File: src/rtl/vjtag_dr_bank.sv
// vjtag_dr_bank: multi-channel virtual-JTAG data-register bank.
// Each channel k is selected by virtual IR code k+1; every other code selects
// a one-bit bypass register. A capture loads readback data, a shift moves data
// LSB-first from tdi to tdo, and an update commits the shift register into the
// selected channel's output register with a one-cycle strobe.
// Optional feature macro: VJTAG_LEN_CHECK_EN -- when defined, an update commits
// only after exactly WIDTH shift cycles; otherwise it is rejected and the
// sticky len_err flag is set.
module vjtag_dr_bank #(
  parameter int WIDTH  = 32,
  parameter int NUM_CH = 4,
  parameter int IR_W   = 3
) (
  input  logic                      tck,
  input  logic                      reset,
  input  logic [IR_W-1:0]           ir_in,
  input  logic                      v_cdr,
  input  logic                      v_sdr,
  input  logic                      v_udr,
  input  logic                      tdi,
  output logic                      tdo,
  input  logic [NUM_CH*WIDTH-1:0]   cap_data,
  output logic [NUM_CH*WIDTH-1:0]   out_reg,
  output logic [NUM_CH-1:0]         upd_stb,
  output logic                      len_err
);

  localparam int IDX_W = (NUM_CH > 1) ? $clog2(NUM_CH) : 1;

  // Shared shift register, bypass bit and latched selection.
  logic [WIDTH-1:0]        sh_q, sh_d;
  logic                    byp_q, byp_d;
  logic                    sel_byp_q, sel_byp_d;   // 1 = bypass selected
  logic [IDX_W-1:0]        sel_idx_q, sel_idx_d;   // channel index when not bypass
  logic [NUM_CH*WIDTH-1:0] out_q, out_d;
  logic [NUM_CH-1:0]       upd_stb_q, upd_stb_d;
  logic                    len_err_q, len_err_d;

  // IR decode: codes 1..NUM_CH map to channels 0..NUM_CH-1.
  logic                    ir_valid_s;
  logic [IDX_W-1:0]        ir_idx_s;
  logic                    len_ok_s;

  assign ir_valid_s = (ir_in != {IR_W{1'b0}}) &&
                      ({1'b0, ir_in} <= (IR_W+1)'(NUM_CH));
  assign ir_idx_s   = IDX_W'(ir_in - IR_W'(1));

`ifdef VJTAG_LEN_CHECK_EN
  localparam int CNT_W = $clog2(WIDTH + 2);

  logic [CNT_W-1:0] bit_cnt_q, bit_cnt_d;

  // Shift-length counter: cleared on capture, counts shifts, saturates at WIDTH+1.
  always_comb begin
    bit_cnt_d = bit_cnt_q;
    if (v_cdr) begin
      bit_cnt_d = {CNT_W{1'b0}};
    end else if (v_sdr) begin
      if (bit_cnt_q != CNT_W'(WIDTH + 1)) begin
        bit_cnt_d = bit_cnt_q + CNT_W'(1);
      end else begin
        bit_cnt_d = bit_cnt_q;
      end
    end else begin
      bit_cnt_d = bit_cnt_q;
    end
  end

  // Shift-length counter register.
  always_ff @(posedge tck) begin
    if (reset) begin
      bit_cnt_q <= {CNT_W{1'b0}};
    end else begin
      bit_cnt_q <= bit_cnt_d;
    end
  end

  assign len_ok_s = (bit_cnt_q == CNT_W'(WIDTH));
`else
  assign len_ok_s = 1'b1;
`endif

  // Capture / shift / update next-state logic with priority cdr > sdr > udr.
  always_comb begin
    sh_d      = sh_q;
    byp_d     = byp_q;
    sel_byp_d = sel_byp_q;
    sel_idx_d = sel_idx_q;
    out_d     = out_q;
    upd_stb_d = {NUM_CH{1'b0}};
    len_err_d = len_err_q;
    if (v_cdr) begin
      if (ir_valid_s) begin
        sel_byp_d = 1'b0;
        sel_idx_d = ir_idx_s;
        for (int k = 0; k < NUM_CH; k++) begin
          if (ir_idx_s == IDX_W'(k)) begin
            sh_d = cap_data[k*WIDTH +: WIDTH];
          end else begin
            sh_d = sh_d;
          end
        end
      end else begin
        sel_byp_d = 1'b1;
        byp_d     = 1'b0;
      end
    end else if (v_sdr) begin
      if (sel_byp_q) begin
        byp_d = tdi;
      end else begin
        sh_d = {tdi, sh_q[WIDTH-1:1]};
      end
    end else if (v_udr) begin
      if (sel_byp_q) begin
        out_d = out_q;
      end else if (len_ok_s) begin
        for (int k = 0; k < NUM_CH; k++) begin
          if (sel_idx_q == IDX_W'(k)) begin
            out_d[k*WIDTH +: WIDTH] = sh_q;
            upd_stb_d[k]            = 1'b1;
          end else begin
            upd_stb_d[k] = 1'b0;
          end
        end
      end else begin
        len_err_d = 1'b1;
      end
    end else begin
      sh_d = sh_q;
    end
  end

  // State registers; reset returns the bank to bypass with all outputs cleared.
  always_ff @(posedge tck) begin
    if (reset) begin
      sh_q      <= {WIDTH{1'b0}};
      byp_q     <= 1'b0;
      sel_byp_q <= 1'b1;
      sel_idx_q <= {IDX_W{1'b0}};
      out_q     <= {(NUM_CH*WIDTH){1'b0}};
      upd_stb_q <= {NUM_CH{1'b0}};
      len_err_q <= 1'b0;
    end else begin
      sh_q      <= sh_d;
      byp_q     <= byp_d;
      sel_byp_q <= sel_byp_d;
      sel_idx_q <= sel_idx_d;
      out_q     <= out_d;
      upd_stb_q <= upd_stb_d;
      len_err_q <= len_err_d;
    end
  end

  assign tdo     = sel_byp_q ? byp_q : sh_q[0];
  assign out_reg = out_q;
  assign upd_stb = upd_stb_q;
  assign len_err = len_err_q;

endmodule
File: config.mk
export PLATFORM = sky130hd
export DESIGN_NAME = vjtag_dr_bank
export DESIGN_NICKNAME = d
export VERILOG_FILES = /design/src/rtl/vjtag_dr_bank.sv
export SDC_FILE = /design/constraint.sdc
export NUM_CORES = 1
export LEC_CHECK = 0
export ABC_AREA = 1
export BUFFER_PORTS_ARGS = -buffer_cell sky130_fd_sc_hd__buf_4
export CORE_MARGIN = 5
export CORE_UTILIZATION = 45
export DETAILED_ROUTE_END_ITERATION = 10
export HOLD_SLACK_MARGIN = 0.1
export PLACE_DENSITY = 0.84
export SLEW_MARGIN = 25
export SYNTH_ARGS = -nofsm -noshare
export SYNTH_HDL_FRONTEND = slang
export SYNTH_SLANG_ARGS = --single-unit
File: constraint.sdc
create_clock -name tck -period 1.4 [get_ports tck]
set_clock_uncertainty 0.1 [all_clocks]
set_input_delay 0 -clock tck [delete_from_list [all_inputs] [get_ports tck]]
set_output_delay 0 -clock tck [all_outputs]
set_load 0.03 [all_outputs]
---- Yosys cells after proc, flatten, opt, wreduce, memory -nomap -nowiden ----
Index checks and enable logic that the tools add are counted.
storage, ports and cells
  logic and storage cells ................. 57
  bits of input ports ..................... 137
  output and inout bits ................... 134
  flip-flop bits (word level) ............. 168
operators by class
  reductions and logical operators ........ 14
  mux-type cells .......................... 18
  magnitude comparators ................... 1
  equality and inequality tests ........... 10
  bitwise logic cells ..................... 4
  add/sub/neg operators ................... 1
operators with widths
  operator                                               count
  two-way mux 32 bit                                     8
  AND reduction 5 bit                                    4
  two-way mux 1 bit                                      10
  equality test 2 bit, second input constant             4
  inequality test 5 x 1 -> 1 bit, second input constant  1
  OR reduction 5 bit                                     1
  equality test 2 x 1 -> 1 bit, second input constant    2
  zero test 2 bit                                        2
  inequality test 2 bit, second input constant           2
  inverter 1 bit                                         4
  AND reduction 4 bit                                    1
  nonzero test 2 bit                                     2
  less-or-equal comparator 3 bit, second input constant  1
  AND reduction 3 bit                                    1
  nonzero test 3 bit                                     1
  inequality test 2 x 1 -> 1 bit, second input constant  1
  AND reduction 2 bit                                    1
  subtractor 2 x 1 -> 2 bit, second input constant       1
  logical AND 1 bit                                      1

---- Logic depth before layout (Yosys ltp) ----
  depth in word-level cells ............... 8
  gate-level depth with buffers ........... 11
  mapped depth without buffers ............ 10

---- Least setup slack after synthesis ----
Ideal clock, no wire load.
  path kind ............................... flip-flop to flip-flop
  from .................................... register sel_byp_q
  to ...................................... register out_q[25], in the netlist out_reg[25]
  slack ................................... 0.024 ns
  path buffers ............................ 2
  period minus slack after synthesis ...... 1.376 ns
  cell stages (with the launch flop) ...... 8
  arrival time ............................ 1.161 ns
  cell sequence ........................... dfxtp_1 nor2_4 nand4_1 buf_2 buf_2 nand2_1 o21ai_1 and2_1
between the ends
  cells in the longest elaborated chain, start to end .. 2
RTL lines
  element                        line  text
  start, declared                33    logic sel_byp_q, sel_byp_d;
  start signal, assigned         146   sel_byp_q <= sel_byp_d;
  inverter 1 bit (no line)       --
  AND reduction 5 bit (no line)  --
  end signal, assigned           140   out_q <= {(NUM_CH*WIDTH){1'b0}};
  end signal, assigned           148   out_q <= out_d;
  end, declared                  35    logic [NUM_CH*WIDTH-1:0] out_q, out_d;
No other way between the ends.
A chain may end at the register's enable or synchronous reset.

---- Final worst setup path ----
  from .................................... register sel_byp_q
  to ...................................... register out_q[68], in the netlist out_reg[68]
The elaborated chain is that of the path after synthesis.

==> impl_summary.log <==
INFO  metric via_count = 9456
INFO  metric ctsLongestPathBuffers = 2
INFO  metric grt_max_degree = 43
INFO  metric worstSetupPathType = reg -> reg
INFO  metric post_drt_wl_per_cell = 18.8 microns
INFO  metric grt_use_total = 0.322
INFO  metric cts-buffers-inserted = 17
INFO  metric tritoncts = yes
INFO  metric overall_die_area = 19300 sq um
INFO  metric synth.yosys.warnings = 0
INFO  metric fp.dieW = 139 microns
INFO  metric achievable-frequency = 681 MHz
INFO  metric timing.critical_path.required = 1650 ps
INFO  metric vdd_drop_max = 807 uV
INFO  metric crit_arrival = 1710 ps
INFO  metric routability_congestion_estimate_from_global_placement = 0.980
INFO  metric average_cell_area_after_synthesis = 6.60 sq um
INFO  metric power_density = 962 nW/um^2
INFO  metric buffer_ports.inserted = 269
INFO  metric timing.final.hold_violations = 1
INFO  metric swShare = 0.253
INFO  metric synth_largest_type_area_fraction = 0.449
INFO  metric mappedNetlistNets = 1275
INFO  metric synth-seq-cells = 168
INFO  metric drt_pre_antenna_iters = 6
INFO  metric max_cap_violations = 0
INFO  metric p_clk_frac = 0.417
INFO  metric synthTopCellsByArea = sky130_fd_sc_hd__dfxtp_1, sky130_fd_sc_hd__nand2_1, sky130_fd_sc_hd__nor2_1
INFO  metric violations = hold timing, setup timing
INFO  metric synth-seq-area-share = 0.449
INFO  metric final_period_minus_worst_setup_slack = 1470 ps
INFO  metric status = finished, violations left
INFO  metric worstSetupStartpointType = register
INFO  metric die_h = 139 microns
INFO  metric layout-area-overhead-vs-synth = 62.5%
INFO  metric power_frac_comb = 0.155
INFO  metric clk_pin_slew_worst_setup_hold_paths = 70 ps
INFO  metric post-route-drc-count = 0
INFO  metric seq_power_share = 0.428
INFO  metric post_synth_inst_count = 1134
INFO  metric cts.sink_count = 168
INFO  metric first_global_vias = 9341
INFO  metric power.static_leakage = 5.69 nW
INFO  metric synth.lib_cells_used.distinct = 22
INFO  metric rsz0062_at_grt = true
INFO  metric ff2ff_setup_slack = -70 ps
INFO  metric drt_first_iter_violations = 750
INFO  metric cp_max_fo = 18
INFO  metric h-tree-depth = 4
INFO  metric power_switching = 2.97 mW
INFO  metric synth_largest_area_cell = sky130_fd_sc_hd__dfxtp_1
INFO  metric drive_gt1_frac = 0.244
INFO  metric cellInternalPower = 8.74 mW
INFO  metric setup.worst_path.end_class = register
INFO  metric timing.final.ws_setup = -68.4 ps
INFO  metric antenna_violating_nets_post_route = 0
INFO  metric hp-class = in -> reg
INFO  metric flip_flop_count_of_the_largest_register_after_layout = 128
INFO  metric hold_ws = -117 ps
INFO  metric dp_hpwl = 18700 microns
INFO  metric clk_root_buffer_cell = sky130_fd_sc_hd__clkbuf_16
INFO  metric finalSetupViolations = 95
INFO  metric antenna_violations_before_repair = 1
INFO  metric grt_first_pass_wirelength = 49900 microns
INFO  metric cts.hold.buffers_added = 133
INFO  metric starting_density_of_the_core = 0.455
INFO  metric final_max_slew_viol_count = 0
INFO  metric count_of_pins_on_the_block_boundary = 271
INFO  metric gr-total-overflow = 0
INFO  metric worstSkewPairLatency = 420 ps
INFO  metric design.core.area = 16500 sq um
INFO  metric synth.cell_area = 7490 sq um
INFO  metric std_cell_rows = 47
INFO  metric wl = 33000 microns
INFO  metric routed_via_density = 5.37
INFO  metric totalPowerFinal = 11.7 mW
INFO  metric portion_of_the_clock_cycle_consumed_by_the_worst_path_in_the_final_layout = 1.05
INFO  metric final_nets = 1669
==> cell families after synthesis <==
kind of cell	Yosys count	synth area share
flops	168	0.449
simple gates	639	0.349
fa+ha+maj	4	0.00668
other cells	1	0.000501
compound gates	166	0.111
buf+inv	156	0.0842
==> cell usage after synthesis <==
library cell                 n
sky130_fd_sc_hd__nand4_1     2
sky130_fd_sc_hd__and2_1     32
sky130_fd_sc_hd__nor2_4      2
sky130_fd_sc_hd__nand3_1    67
sky130_fd_sc_hd__o21ai_1    65
sky130_fd_sc_hd__nor2_2      1
sky130_fd_sc_hd__inv_1      78
sky130_fd_sc_hd__nor2_1    135
sky130_fd_sc_hd__o21ai_0     3
sky130_fd_sc_hd__a21oi_1    98
sky130_fd_sc_hd__nor3_1      1
sky130_fd_sc_hd__buf_2      33
sky130_fd_sc_hd__buf_1       4
sky130_fd_sc_hd__ha_1        4
sky130_fd_sc_hd__nand4_2     2
sky130_fd_sc_hd__clkbuf_1   35
sky130_fd_sc_hd__nand3_2     1
sky130_fd_sc_hd__inv_2       5
sky130_fd_sc_hd__nand2_1   396
sky130_fd_sc_hd__buf_4       1
sky130_fd_sc_hd__conb_1      1
sky130_fd_sc_hd__dfxtp_1   168
==> layout by cell type (no fill, tap or decap), types with 2 or more instances in the layout <==
cell	synthesis	final
sky130_fd_sc_hd__and2_1	32	32
sky130_fd_sc_hd__inv_1	78	78
sky130_fd_sc_hd__nand4_2	2	2
sky130_fd_sc_hd__nand2_4	0	2
sky130_fd_sc_hd__nand2_2	0	10
sky130_fd_sc_hd__ha_1	4	4
sky130_fd_sc_hd__nor2_2	1	4
sky130_fd_sc_hd__nand2_1	396	384
sky130_fd_sc_hd__clkbuf_1	35	3
sky130_fd_sc_hd__o21ai_1	65	65
sky130_fd_sc_hd__o21ai_0	3	2
sky130_fd_sc_hd__nor2_4	2	2
sky130_fd_sc_hd__clkbuf_16	0	24
sky130_fd_sc_hd__a21oi_1	98	94
sky130_fd_sc_hd__clkinv_2	0	3
sky130_fd_sc_hd__dfxtp_1	168	166
sky130_fd_sc_hd__buf_6	0	2
sky130_fd_sc_hd__buf_4	1	289
sky130_fd_sc_hd__nand3_1	67	67
sky130_fd_sc_hd__nor2_1	135	132
sky130_fd_sc_hd__inv_2	5	4
sky130_fd_sc_hd__a21oi_2	0	4
sky130_fd_sc_hd__nand4_1	2	2
sky130_fd_sc_hd__dlygate4sd3_1	0	133
sky130_fd_sc_hd__bufinv_16	0	4
sky130_fd_sc_hd__buf_12	0	16
sky130_fd_sc_hd__clkinvlp_4	0	2
==> final timing paths <==
kind	start	endpoint	cells past startpoint
min reg2reg	out_reg[55]$_SDFFE_PP0P_	out_reg[55]$_SDFFE_PP0P_	2
min	v_sdr	upd_stb[3]$_SDFF_PP0_	4
max	sel_byp_q$_SDFFE_PP1P_	out_reg[68]$_SDFFE_PP0P_	7
max reg2reg	sel_byp_q$_SDFFE_PP1P_	out_reg[68]$_SDFFE_PP0P_	7
==> routing by layer <==
metal,vias up,share of wire,GRT usage
met1,4279,0.36,0.364
met4,0,0.061,0.196
met3,171,0.10,0.0914
met5,-,0,0
met2,680,0.48,0.537
li1,4326,-,-
==> critical path, stage by stage (launching register included) <==
cell and delay [ps]:
sky130_fd_sc_hd__dfxtp_4 360, sky130_fd_sc_hd__nor2_4 120, sky130_fd_sc_hd__buf_4 130, sky130_fd_sc_hd__nand4_2 130, sky130_fd_sc_hd__inv_2 140, sky130_fd_sc_hd__buf_12 160
sky130_fd_sc_hd__nand2_1 80, sky130_fd_sc_hd__a21oi_1 170
==> cell type report <==
type	count	area (sq um)
Tap cell	220	275
Sequential cell	168	3370
Timing Repair Buffer	448	4050
Antenna cell	1	2.50
Clock buffer	21	450
Multi-Input combinational cell	810	3560
Clock inverter	9	150
Inverter	83	317
Fill cell	1150	4300
==> power by group through the flow <==
stage | sequential [mW] | clock, mW | combinational [mW]
after floorplan | 5.09 | 0 | 0.747
after CTS | 5.01 | 4.91 | 1.70
final | 5.02 | 4.88 | 1.81
after global routing | 5.03 | 5.12 | 1.96
after detailed placement | 5.11 | 0 | 1.38
after global placement | 5.11 | 0 | 1.36
==> stage by stage <==
step	instances	setup WS (ps)	TNS, ps	area, sq um	utilization
2_1_floorplan	1134	24.4	0	7490	-
3_3_place_gp	1581	-102	-646	9890	0.601
3_5_place_dp	1581	-151	-2940	9890	0.601
4_1_cts	1748	2.93	0	11900	0.721
5_1_grt	1760	-170	-11220	12200	0.739
6_report	1760	-68.4	-2470	12200	0.739
==> what timing repair did <==
item,CTS,global route
gates cloned,1,8
endpoints found under the setup margin,52,120
pin swaps,2,1
endpoints found under the hold margin,121,1
resized for setup,4,27
setup buffers,3,3
No activity file was read; power rests on OpenSTA's default activity.
